$ cat config.mk
export PLATFORM = sky130hd
export DESIGN_NAME = tz_hour_display
export DESIGN_NICKNAME = d
export VERILOG_FILES = /design/src/rtl/tz_hour_display.sv
export SDC_FILE = /design/constraint.sdc
export NUM_CORES = 1
export LEC_CHECK = 0
export CORE_ASPECT_RATIO = 0.5
export CORE_UTILIZATION = 60
export CTS_CLUSTER_SIZE = 8
export DETAILED_ROUTE_END_ITERATION = 7
export DONT_BUFFER_PORTS = 1
export HOLD_SLACK_MARGIN = 0.06
export PLACE_DENSITY = 0.75
export SLEW_MARGIN = 10
export SYNTH_ARGS = -nofsm -noshare
export SYNTH_HDL_FRONTEND = slang
export SYNTH_SLANG_ARGS = --single-unit
$ cat constraint.sdc
create_clock -name clk_i -period 7.5 [get_ports clk_i]
set_input_delay 1.5 -clock clk_i [delete_from_list [all_inputs] [get_ports clk_i]]
set_output_delay 1.5 -clock clk_i [all_outputs]
set_load 0.005 [all_outputs]
$ cat src/rtl/tz_hour_display.sv
// tz_hour_display
//
// Local-time display stage for the world clock. Applies a user-adjustable
// time-zone offset to the base hour from the 24-hour timer and drives a
// multiplexed two-digit 7-segment display.
//
// Ports:
//   clk_i          system clock, all state updates on the rising edge
//   reset_i        synchronous, active-high reset
//   hours_in_i     base hour 0..23 (24..31 treated as 0)
//   tz_up_i        level input, each rising edge raises the offset by 1
//   tz_down_i      level input, each rising edge lowers the offset by 1
//   mode12_i       1 = 12-hour display, 0 = 24-hour display
//   tz_offset_o    current offset, two's complement
//   local_hours_o  local hour 0..23
//   day_shift_o    00 same day, 01 next day, 11 previous day
//   digit_tens_o   BCD tens of the displayed hour
//   digit_ones_o   BCD ones of the displayed hour
//   pm_o           PM indicator (12-hour mode only)
//   an_o           one-hot digit enable: 01 ones, 10 tens
//   seg_o          segments {g,f,e,d,c,b,a}, active-high
module tz_hour_display #(
    parameter int unsigned SCAN_DIV = 16,
    parameter int          TZ_MIN   = -12,
    parameter int          TZ_MAX   = 14
) (
    input  logic       clk_i,
    input  logic       reset_i,
    input  logic [4:0] hours_in_i,
    input  logic       tz_up_i,
    input  logic       tz_down_i,
    input  logic       mode12_i,
    output logic [4:0] tz_offset_o,
    output logic [4:0] local_hours_o,
    output logic [1:0] day_shift_o,
    output logic [3:0] digit_tens_o,
    output logic [3:0] digit_ones_o,
    output logic       pm_o,
    output logic [1:0] an_o,
    output logic [6:0] seg_o
);

    localparam int unsigned CntW = (SCAN_DIV > 2) ? $clog2(SCAN_DIV) : 1;
    localparam logic [CntW-1:0] CntLast = CntW'(SCAN_DIV - 1);

    localparam logic [1:0] DaySame = 2'b00;
    localparam logic [1:0] DayNext = 2'b01;
    localparam logic [1:0] DayPrev = 2'b11;

    // ------------------------------------------------------------------
    // Offset control: edge detect and saturating up/down register
    // ------------------------------------------------------------------
    logic       up_prev_q, down_prev_q;
    logic       rise_up, rise_dn;
    logic [4:0] tz_offset_d, tz_offset_q;

    assign rise_up = tz_up_i & ~up_prev_q;
    assign rise_dn = tz_down_i & ~down_prev_q;

    always_comb begin
        tz_offset_d = tz_offset_q;
        if (rise_up && !rise_dn) begin
            if (int'($signed(tz_offset_q)) < TZ_MAX) begin
                tz_offset_d = tz_offset_q + 5'd1;
            end
        end else if (rise_dn && !rise_up) begin
            if (int'($signed(tz_offset_q)) > TZ_MIN) begin
                tz_offset_d = tz_offset_q - 5'd1;
            end
        end
    end

    always_ff @(posedge clk_i) begin
        if (reset_i) begin
            up_prev_q   <= 1'b0;
            down_prev_q <= 1'b0;
            tz_offset_q <= 5'd0;
        end else begin
            up_prev_q   <= tz_up_i;
            down_prev_q <= tz_down_i;
            tz_offset_q <= tz_offset_d;
        end
    end

    // ------------------------------------------------------------------
    // Stage 1: local hour and day shift
    // ------------------------------------------------------------------
    logic [4:0]        hours_san;
    logic signed [6:0] sum_s;
    logic signed [6:0] sum_adj;
    logic [4:0]        local_hours_d, local_hours_q;
    logic [1:0]        day_shift_d, day_shift_q;

    assign hours_san = (hours_in_i > 5'd23) ? 5'd0 : hours_in_i;

    always_comb begin
        sum_s         = $signed({2'b00, hours_san}) + $signed({{2{tz_offset_q[4]}}, tz_offset_q});
        sum_adj       = sum_s;
        day_shift_d   = DaySame;
        if (sum_s < 7'sd0) begin
            sum_adj     = sum_s + 7'sd24;
            day_shift_d = DayPrev;
        end else if (sum_s >= 7'sd24) begin
            sum_adj     = sum_s - 7'sd24;
            day_shift_d = DayNext;
        end
        // Offset range keeps sum_adj within 0..23 here.
        local_hours_d = sum_adj[4:0];
    end

    always_ff @(posedge clk_i) begin
        if (reset_i) begin
            local_hours_q <= 5'd0;
            day_shift_q   <= DaySame;
        end else begin
            local_hours_q <= local_hours_d;
            day_shift_q   <= day_shift_d;
        end
    end

    // ------------------------------------------------------------------
    // Stage 2: 12/24h conversion and BCD split
    // ------------------------------------------------------------------
    logic [4:0] disp_hour;
    logic [3:0] digit_tens_d, digit_tens_q;
    logic [3:0] digit_ones_d, digit_ones_q;
    logic       pm_d, pm_q;

    always_comb begin
        disp_hour = local_hours_q;
        pm_d      = 1'b0;
        if (mode12_i) begin
            pm_d = (local_hours_q >= 5'd12);
            if (local_hours_q == 5'd0) begin
                disp_hour = 5'd12;
            end else if (local_hours_q > 5'd12) begin
                disp_hour = local_hours_q - 5'd12;
            end
        end

        // disp_hour never exceeds 23, so two compares cover the tens digit.
        if (disp_hour >= 5'd20) begin
            digit_tens_d = 4'd2;
            digit_ones_d = 4'(disp_hour - 5'd20);
        end else if (disp_hour >= 5'd10) begin
            digit_tens_d = 4'd1;
            digit_ones_d = 4'(disp_hour - 5'd10);
        end else begin
            digit_tens_d = 4'd0;
            digit_ones_d = disp_hour[3:0];
        end
    end

    always_ff @(posedge clk_i) begin
        if (reset_i) begin
            digit_tens_q <= 4'd0;
            digit_ones_q <= 4'd0;
            pm_q         <= 1'b0;
        end else begin
            digit_tens_q <= digit_tens_d;
            digit_ones_q <= digit_ones_d;
            pm_q         <= pm_d;
        end
    end

    // ------------------------------------------------------------------
    // Display scanner
    // ------------------------------------------------------------------
    logic [CntW-1:0] scan_cnt_d, scan_cnt_q;
    logic [1:0]      an_d, an_q;
    logic [3:0]      seg_digit;
    logic            blank;

    always_comb begin
        scan_cnt_d = scan_cnt_q + 1'b1;
        an_d       = an_q;
        if (scan_cnt_q == CntLast) begin
            scan_cnt_d = '0;
            an_d       = {an_q[0], an_q[1]};
        end
    end

    always_ff @(posedge clk_i) begin
        if (reset_i) begin
            scan_cnt_q <= '0;
            an_q       <= 2'b01;
        end else begin
            scan_cnt_q <= scan_cnt_d;
            an_q       <= an_d;
        end
    end

    // Leading zero of the tens digit is only suppressed in 12-hour mode.
    assign seg_digit = an_q[1] ? digit_tens_q : digit_ones_q;
    assign blank     = an_q[1] && mode12_i && (digit_tens_q == 4'd0);

    always_comb begin
        seg_o = 7'b0000000;
        if (!blank) begin
            unique case (seg_digit)
                4'd0:    seg_o = 7'b0111111;
                4'd1:    seg_o = 7'b0000110;
                4'd2:    seg_o = 7'b1011011;
                4'd3:    seg_o = 7'b1001111;
                4'd4:    seg_o = 7'b1100110;
                4'd5:    seg_o = 7'b1101101;
                4'd6:    seg_o = 7'b1111101;
                4'd7:    seg_o = 7'b0000111;
                4'd8:    seg_o = 7'b1111111;
                4'd9:    seg_o = 7'b1101111;
                default: seg_o = 7'b0000000;
            endcase
        end
    end

    assign tz_offset_o   = tz_offset_q;
    assign local_hours_o = local_hours_q;
    assign day_shift_o   = day_shift_q;
    assign digit_tens_o  = digit_tens_q;
    assign digit_ones_o  = digit_ones_q;
    assign pm_o          = pm_q;
    assign an_o          = an_q;

endmodule

==> results.json, run 1 <==
{
  "critical_path_class": "input port to flop",
  "overflow": 0,
  "htree_levels": 1,
  "instances_no_fill": 270,
  "dr.pass1.iters": 6,
  "fill_cells": 249,
  "initial_core_util_pct": 63.8,
  "postCtsSetupBuffers": 0,
  "cts_resized": 0,
  "fin_setup_tns_ns": 0,
  "finalHoldViolations": 0,
  "top_usage_layer": "met2",
  "std_cell_rows": 14,
  "grt.met3_usage_pct": 5.00,
  "seqPwrFrac_pct": 34.6,
  "grt_antenna_before_repair": 0,
  "gr-usage-all-layers_pct": 20.9,
  "place_congestion": 0.829,
  "synth_top_area_share_pct": 27.8,
  "die_x_um": 82.5,
  "vias": 1549,
  "grtUsageMet1_pct": 24.9,
  "irDropWorstVdd_uv": 155,
  "cts.sinks": 27,
  "io_pins": 40,
  "yosysSeqAreaShare_pct": 27.8,
  "syn_to_final_growth_pct": 3.22,
  "p_leak_nw": 0.883,
  "core_area_um2": 3050,
  "dpl.cell_count": 266,
  "wl_per_cell_um": 12.7,
  "p_sw_mw": 0.295,
  "violations": "DRC",
  "synthTopCellsByArea": "dfxtp_1 (28%), ha_1 (14%), nor2_1 (4.6%), nor2b_1 (4.2%), a21oi_1 (4.1%)",
  "cp-start-kind": "input port",
  "remaining_drc_errors": 2,
  "layout-drive-gt1-share_pct": 3.04,
  "p_comb_share_pct": 53.9,
  "drv_cap": 0,
  "dieArea_um2": 3490,
  "fmax_mhz": 271,
  "synth_area_um2": 1940,
  "cp_max_fo": 6,
  "crit_start": "hours_in_i[3]",
  "io_buffer_count": 0,
  "clk_latency_ns": 0.26,
  "postSynth.asyncResetShare_pct": 0,
  "grt_start_max_net_pins": 30,
  "fin_crit_ns": 3.68,
  "cts_tree": "yes",
  "dieHeight_um": 42.3,
  "yosysUniqueCellTypes": 48,
  "skew_ns": 0.00317,
  "ys.flop_type": "dfxtp_1",
  "critPathCaptureType": "flop",
  "grt_pass1_wl_um": 5660,
  "clk_pin_slew_worst_paths_ns": 0.09,
  "crit_arrival_ns": 3.87,
  "yosysTopAreaCell": "dfxtp_1",
  "powerDensity_nw_per_um2": 343,
  "ys_ff_latch": 27,
  "avgSynthCellArea_um2": 8.34,
  "diodes": 0,
  "reg2reg_from": "tz_offset_o[0]",
  "maxSlewHeadroom_pct": 55.5,
  "synth_edf_count": 0,
  "cts.path.max_buffers": 2,
  "hold_path_class": "flop to flop",
  "dp.final_hpwl_um": 2740,
  "wirelength_um": 3420,
  "slew_viol_final": 0,
  "ctsHoldBuffers": 0,
  "rsz0062_at_grt": "no",
  "drt-vias-per-instance": 5.74,
  "drtIter0Drc": 57,
  "power.share.switching_pct": 42.8,
  "fin_nets": 264,
  "grt_use_met2_pct": 38.8,
  "outcome": "finished with violations",
  "numCtsBuffers": 3,
  "cts-root-buf": "clkbuf_8",
  "power.internal_mw": 0.393,
  "tightest_slew_ns": 0.662,
  "period_share_pct": 49.1,
  "setup_viol": 0,
  "ant_nets": 0,
  "hp-start": "scan_cnt_q[0]",
  "yosysMostFrequentCell": "dfxtp_1",
  "grt_pass1_vias": 1413,
  "syn_inst": 233,
  "ys_warn_count": 0,
  "synthTopCellsByCount": "dfxtp_1 (27), nor2_1 (24), ha_1 (21)",
  "required_ns": 7.68,
  "p_clk_share_pct": 11.5
}
-- worst max-delay path, cell delays in order --
cell	delay [ns]
nand2_1	0.07
and2_1	0.13
ha_1	0.16
inv_1	0.05
fa_1	0.38
nand2b_1	0.17
a21oi_1	0.15
xnor2_1	0.26
ha_1	0.35
nand2_1	0.08
nor4_1	0.04
a311o_1	0.34
nor3_1	0.17
-- cells by family after synthesis --
group           count (synthesis)  share of synthesized area (%)
xor+xnor                        8                           3.60
other cells                     1                          0.193
fa+ha+maj                      23                           15.6
simple gates                   89                           25.2
mux                             9                           4.76
buf+inv                        25                           5.21
flops                          27                           27.8
compound gates                 51                           17.6
-- state kept, by name, indices dropped and copies added (netlist names) --
register,count
local_hours_o,5
scan_cnt_q,4
pm_o,1
up_prev_q,1
day_shift_o,2
down_prev_q,1
tz_offset_o,5
an_o,2
digit_ones_o,4
digit_tens_o,2
-- final cells by class --
class / count / area [µm²] / area share (%)
tap: 40 / 50.0 / 2.49
multi-input combinational: 182 / 1310 / 65.1
clock buffer: 3 / 41.3 / 2.06
clock inverter: 1 / 5.00 / 0.249
inverter: 17 / 63.8 / 3.18
sequential: 27 / 541 / 26.9
-- cells in the final DEF (no fill, tap or decap), types with 4 or more instances in the layout --
| cell | n |
|---|---|
| nand3b_1 | 4 |
| ha_1 | 21 |
| inv_1 | 17 |
| a21oi_1 | 16 |
| nand2b_1 | 11 |
| nor2b_1 | 13 |
| a21o_1 | 4 |
| xnor2_1 | 5 |
| dfxtp_1 | 27 |
| nor2_1 | 24 |
| nor3_1 | 6 |
| o21ai_0 | 7 |
| nor3b_1 | 4 |
| a211oi_1 | 4 |
| and2_1 | 4 |
| nand2_1 | 10 |
| mux2i_1 | 7 |
-- stage by stage --
step,hold WS [ns],instance area [µm²],setup WS [ns],power [mW],utilization (%)
floorplan,0.453,1950,3.77,0.544,-
global placement,0.464,1960,3.68,0.595,64.3
detailed placement,0.474,1960,3.54,0.611,64.3
CTS,0.487,2010,3.82,0.691,65.8
global route,0.524,2010,3.62,0.760,65.8
finish,0.486,2010,3.82,0.688,65.8
-- power groups by stage --
stage               registers [mW]  clock network (mW)  logic, mW
floorplan                    0.225                   0      0.319
global placement             0.241                   0      0.354
detailed placement           0.243                   0      0.369
CTS                          0.239              0.0810      0.372
global route                 0.246              0.0868      0.427
finish                       0.238              0.0791      0.370
-- layer usage --
metal  wire (µm)  up-vias
met3         135        0
met1        1680      708
met5           0        -
met2        1610       33
li1            -      808
met4           0        0
-- final timing paths --
path | endpoint | slack [ns] | cells past startpoint
max | local_hours_o[4] | 3.82 | 13
min | scan_cnt_q[0] | 0.49 | 1
max reg2reg | local_hours_o[4] | 4.69 | 11
min reg2reg | scan_cnt_q[0] | 0.49 | 1
Note: power is estimated with default switching activity, not from simulation.
==> run 2, diff against run 1 <==
--- a/config.mk
+++ b/config.mk
@@ -6,12 +6,12 @@
 export NUM_CORES = 1
 export LEC_CHECK = 0
 export CORE_ASPECT_RATIO = 0.5
-export CORE_UTILIZATION = 60
+export CORE_UTILIZATION = 57
 export CTS_CLUSTER_SIZE = 8
 export DETAILED_ROUTE_END_ITERATION = 7
 export DONT_BUFFER_PORTS = 1
 export HOLD_SLACK_MARGIN = 0.06
-export PLACE_DENSITY = 0.75
+export PLACE_DENSITY = 0.74
 export SLEW_MARGIN = 10
 export SYNTH_ARGS = -nofsm -noshare
 export SYNTH_HDL_FRONTEND = slang
==> constraint.sdc (replaced) <==
create_clock -name clk_i -period 3 [get_ports clk_i]
set_input_delay 0.6 -clock clk_i [delete_from_list [all_inputs] [get_ports clk_i]]
set_output_delay 0.6 -clock clk_i [all_outputs]
set_load 0.005 [all_outputs]
==> run 2 against run 1 <==
Compared with the run above:
- the run still ends with DRC left
- sequential power grew 150%
- critical endpoint is now digit_ones_o[1]
- wire length rose by 7.8%
- highest routed layer is now met4
- global-route usage increased by 1.3 points
==> results.json, run 2 (synthesized netlist as in run 1, its figures left out) <==
{
  "outcome": "finished with violations",
  "hp-start": "reset_i",
  "std_cell_rows": 14,
  "final_common_cell": "dfxtp_1",
  "die_x_um": 84.6,
  "drt-vias-per-instance": 5.86,
  "wl_per_cell_um": 13.6,
  "mostFrequentLayoutCells": "dfxtp_1 (27), nor2_1 (24), ha_1 (21)",
  "irDropWorstVdd_uv": 375,
  "core_area_um2": 3120,
  "drv_cap": 0,
  "dieArea_um2": 3660,
  "cts_resized": 0,
  "io_buffer_count": 0,
  "maxSlewHeadroom_pct": 54.8,
  "initial_core_util_pct": 62.4,
  "cts.sinks": 27,
  "seqCellArea_um2": 541,
  "critPathCaptureType": "flop",
  "postCtsSetupBuffers": 0,
  "fin_nets": 266,
  "slew_viol_final": 0,
  "skew_ns": 0.00409,
  "cts.path.max_buffers": 2,
  "period_share_pct": 90.2,
  "dieHeight_um": 43.3,
  "finalHoldViolations": 0,
  "htree_levels": 1,
  "reg2reg_from": "local_hours_o[2]",
  "hold_path_class": "input port to flop",
  "ctsHoldBuffers": 0,
  "reg2reg_slack_ns": 0.29,
  "holdPathStages": 1,
  "fill_cells": 264,
  "grt_pass1_vias": 1472,
  "clk_pin_slew_worst_paths_ns": 0.09,
  "reg2reg_to": "digit_ones_o[1]",
  "grt_start_max_net_pins": 30,
  "cts-root-buf": "clkbuf_8",
  "layout-drive-gt1-share_pct": 3.45,
  "dpl.cell_count": 268,
  "rsz0062_at_grt": "no",
  "remaining_drc_errors": 2,
  "p_leak_nw": 0.891,
  "multi_input_area_um2": 1310,
  "setup_viol": 0,
  "fin_setup_tns_ns": 0,
  "io_pins": 40,
  "diodes": 0,
  "wirelength_um": 3690,
  "r2r_cells": 11,
  "grt_antenna_before_repair": 0,
  "violations": "DRC",
  "drtIter0Drc": 88,
  "cts_tree": "yes",
  "instances_no_fill": 272,
  "place_congestion": 0.792,
  "gr-usage-all-layers_pct": 22.2,
  "holdPathEnd": "digit_ones_o[0]",
  "fin_crit_ns": 2.71,
  "dr.pass1.iters": 8,
  "clk_latency_ns": 0.27,
  "dp.final_hpwl_um": 2910,
  "overflow": 0,
  "ant_nets": 0,
  "fmax_mhz": 370,
  "syn_to_final_growth_pct": 3.93,
  "vias": 1593,
  "cp_max_fo": 8,
  "powerDensity_nw_per_um2": 872,
  "tightest_slew_ns": 0.672,
  "critical_path_class": "flop to flop",
  "grt_pass1_wl_um": 6430,
  "cp-start-kind": "flop",
  "hold_ws_ns": 0.391,
  "numCtsBuffers": 3,
  "crit_arrival_ns": 2.87,
  "required_ns": 3.16
}
-- run 2: changes by cell type in the layout (fill, tap and decap cells not counted) --
| cell | previous run | this run |
|---|---|---|
| buf_4 | 0 | 2 |
| clkbuf_1 | 0 | 1 |
| clkinv_2 | 1 | 0 |
-- run 2: cell type report --
class,instances,area share [%]
inverters,17,3.16
well taps,40,2.48
clock buffers,4,2.23
repair buffers,2,0.743
multi-input cells,182,64.6
flip-flops and latches,27,26.7
-- run 2: worst max path at each step --
| stage | startpoint | endpoint | slack, ns | depth (start not counted) |
|---|---|---|---|---|
| 2_1_floorplan | hours_in_i[3] | local_hours_o[4] | 0.17 | 13 |
| 3_3_place_gp | hours_in_i[3] | local_hours_o[4] | 0.22 | 13 |
| 3_5_place_dp | hours_in_i[3] | local_hours_o[4] | 0.11 | 13 |
| 4_1_cts | local_hours_o[2] | digit_ones_o[1] | 0.30 | 11 |
| 5_1_grt | local_hours_o[2] | digit_ones_o[1] | 0.04 | 11 |
| 6_report | local_hours_o[2] | digit_ones_o[1] | 0.29 | 11 |
-- run 2: worst max-delay path, stage by stage, from the launching register on --
cell and delay [ns]:
dfxtp_1 0.49, inv_1 0.10, ha_1 0.21, or3b_4 0.24, o221ai_1 0.11, a31oi_1 0.40, inv_1 0.09, ha_1 0.19
nand2_1 0.05, nand3_1 0.15, mux2i_1 0.24, mux2_1 0.34
-- run 2: power by group --
group	leakage, nW	total [mW]	switching, mW	internal (mW)
combinational	0.645	0.978	0.519	0.459
sequential	0.223	0.586	0.137	0.449
clock	0.0228	0.198	0.103	0.0949
-- run 2: stage by stage --
stage / instance area, µm² / setup WS (ns) / power [mW] / util [%]
final: 2020 / 0.294 / 1.76 / 64.8
after global placement: 1980 / 0.221 / 1.51 / 63.4
after detailed placement: 1980 / 0.106 / 1.57 / 63.4
after CTS: 2020 / 0.296 / 1.77 / 64.8
after floorplan: 1950 / 0.171 / 1.36 / -
after global routing: 2020 / 0.0430 / 1.93 / 64.8
-- run 2: layer usage --
layer  track usage [%]  wire length, µm  vias up
li1                  -                -      808
met1              27.5             1740      729
met2              40.7             1720       54
met3              5.84              218        2
met4              3.39               16        0
met5                 0                0        -
==> run 3, diff against run 2 <==
--- a/config.mk
+++ b/config.mk
@@ -5,11 +5,15 @@
 export SDC_FILE = /design/constraint.sdc
 export NUM_CORES = 1
 export LEC_CHECK = 0
+export CELL_PAD_IN_SITES_DETAIL_PLACEMENT = 1
+export CELL_PAD_IN_SITES_GLOBAL_PLACEMENT = 1
 export CORE_ASPECT_RATIO = 0.5
-export CORE_UTILIZATION = 57
+export CORE_UTILIZATION = 42
+export CTS_BUF_LIST = sky130_fd_sc_hd__clkbuf_16
 export CTS_CLUSTER_SIZE = 8
 export DETAILED_ROUTE_END_ITERATION = 7
 export DONT_BUFFER_PORTS = 1
+export GPL_ROUTABILITY_DRIVEN = 0
 export HOLD_SLACK_MARGIN = 0.06
 export PLACE_DENSITY = 0.74
 export SLEW_MARGIN = 10
==> run 3 against run 2 <==
Compared with the run above:
- clock-buffer cell count shrank 1
- global-route usage shrank 2.8 points
- fmax shrank 1.7%
- via count grew 1.6%
- the run still ends with DRC left
- largest cell class unchanged
- wire length grew 18%
- combinational power grew 4%
- non-clock buffer count grew 2
- worst setup slack lost 0.045 ns
- register-to-register slack lost 0.05 ns
- final cell count grew 7.0%
==> results.json, run 3 (synthesized netlist as in run 1, its figures left out) <==
{
  "wirelength_um": 4340,
  "violations": "DRC",
  "fmax_mhz": 363,
  "hold_path_class": "input port to flop",
  "utilization_pct": 47.3,
  "setup_viol": 0,
  "cts-root-buf": "clkbuf_16",
  "grt_pass1_wl_um": 7450,
  "fill_cells": 534,
  "maxSlewHeadroom_pct": 53.9,
  "crit_start": "local_hours_o[2]",
  "mostFrequentLayoutCells": "dfxtp_1 (27), nor2_1 (24), ha_1 (21)",
  "vias": 1619,
  "critPathCaptureType": "flop",
  "layout-drive-gt1-share_pct": 4.27,
  "cts.path.max_buffers": 2,
  "io_pins": 40,
  "hp-start": "reset_i",
  "period_share_pct": 91.7,
  "cpMaxStageDelayCell": "dfxtp_1",
  "dp.final_hpwl_um": 3420,
  "crit_buf_inv": 2,
  "clk_pin_slew_worst_paths_ns": 0.06,
  "initial_core_util_pct": 43.9,
  "cts_tree": "yes",
  "power_mw": 1.89,
  "wl_per_cell_um": 14.9,
  "required_ns": 3.14,
  "numCtsBuffers": 3,
  "io_buffer_count": 0,
  "drtIter0Drc": 11,
  "powerDensity_nw_per_um2": 906,
  "remaining_drc_errors": 4,
  "crit_chain": "inv_1 -> ha_1 -> or3b_4 -> o221ai_1 -> a31oi_1 -> inv_1 -> ha_1 -> nand2_1 -> nand3_1 -> mux2i_1 -> mux2_1",
  "overflow": 0,
  "drv_cap": 0,
  "syn_to_final_growth_pct": 7.53,
  "grt_pass1_vias": 1572,
  "rsz0062_at_grt": "no",
  "ant_nets": 0,
  "dpl.cell_count": 287,
  "r2r_cells": 11,
  "gr-usage-all-layers_pct": 19.5,
  "tightest_slew_ns": 0.686,
  "crit_arrival_ns": 2.90,
  "worstSetupPathDepth": 11,
  "htree_levels": 1,
  "p_leak_nw": 0.921,
  "fin_setup_tns_ns": 0,
  "reg2reg_to": "digit_ones_o[1]",
  "outcome": "finished with violations",
  "dr.pass1.iters": 6,
  "std_cell_rows": 17,
  "core_area_um2": 4420,
  "reg2reg_slack_ns": 0.25,
  "instances_no_fill": 291,
  "fin_nets": 268,
  "die_x_um": 98.2,
  "critical_path.top_delay_family": "multiplexers",
  "dieArea_um2": 4920,
  "finalHoldViolations": 0,
  "cts.sinks": 27,
  "critical_path_class": "flop to flop",
  "dieHeight_um": 50.1,
  "critPathMaxStageDelay_ns": 0.48,
  "diodes": 0,
  "cp_max_fo": 8,
  "cts_resized": 0,
  "dpl-instance-area_um2": 2010,
  "ctsHoldBuffers": 0,
  "reg2reg_from": "local_hours_o[2]",
  "grt_antenna_before_repair": 0,
  "final_common_cell": "dfxtp_1",
  "fin_crit_ns": 2.75,
  "cp-start-kind": "flop",
  "irDropWorstVdd_uv": 330,
  "drt-vias-per-instance": 5.56,
  "skew_ns": 0.00258,
  "slew_viol_final": 0,
  "clk_latency_ns": 0.26,
  "stdcell_area_um2": 2090,
  "postCtsSetupBuffers": 0,
  "grt_start_max_net_pins": 30,
  "crit_end": "digit_ones_o[1]"
}
[run 3: changes by cell type in the layout (fill, tap and decap cells not counted), sizes merged]
cell,delta
buf,+2
clkbuf,-1
inv,+1
[run 3: through the flow]
stage                     setup WS [ns]  hold WS, ns
after floorplan                   0.171        0.453
after global placement            0.190        0.463
after detailed placement          0.144        0.485
after CTS                         0.260        0.399
after global routing             0.0257        0.394
final                             0.249        0.410
[run 3: routing by layer]
| layer | vias to the layer above | track usage [%] | wire length [µm] |
|---|---|---|---|
| met1 | 765 | 23.1 | 1980 |
| met5 | - | 0 | 0 |
| met2 | 35 | 34.6 | 2100 |
| li1 | 815 | - | - |
| met4 | 0 | 6.72 | 59 |
| met3 | 4 | 4.96 | 210 |
[run 3: layout make-up]
cell class              instances  area [µm²]  share of cell area (%)
multi-input cells             182        1310                    62.5
flip-flops and latches         27         541                    25.9
clock buffers                   3        75.1                    3.59
well taps                      57        71.3                    3.41
inverters                      17        63.8                    3.05
repair buffers                  4        30.0                    1.44
clock inverters                 1        3.75                   0.180
[run 3: power breakdown]
group | total [mW] | switching [mW] | internal (mW) | leakage [nW]
logic | 1.02 | 0.549 | 0.471 | 0.656
clock network | 0.293 | 0.115 | 0.178 | 0.0423
registers | 0.580 | 0.130 | 0.450 | 0.223
[run 3: worst min path at each step]
stage | endpoint | slack (ns) | depth (start not counted)
after floorplan | scan_cnt_q[0] | 0.45 | 1
after global placement | scan_cnt_q[0] | 0.46 | 1
after detailed placement | scan_cnt_q[0] | 0.49 | 1
after CTS | tz_offset_o[4] | 0.40 | 1
after global routing | tz_offset_o[4] | 0.39 | 1
final | tz_offset_o[1] | 0.41 | 1
[run 3: worst reg2reg max path, delay by kind of cell (launching register included)]
kind | cells | cell delay (ns)
AOI/OAI and AO/OA | 2 | 0.55
muxes | 2 | 0.58
adders and majority gates | 2 | 0.39
and+or+nand+nor | 3 | 0.43
DFF | 1 | 0.48
buffers and inverters | 2 | 0.20
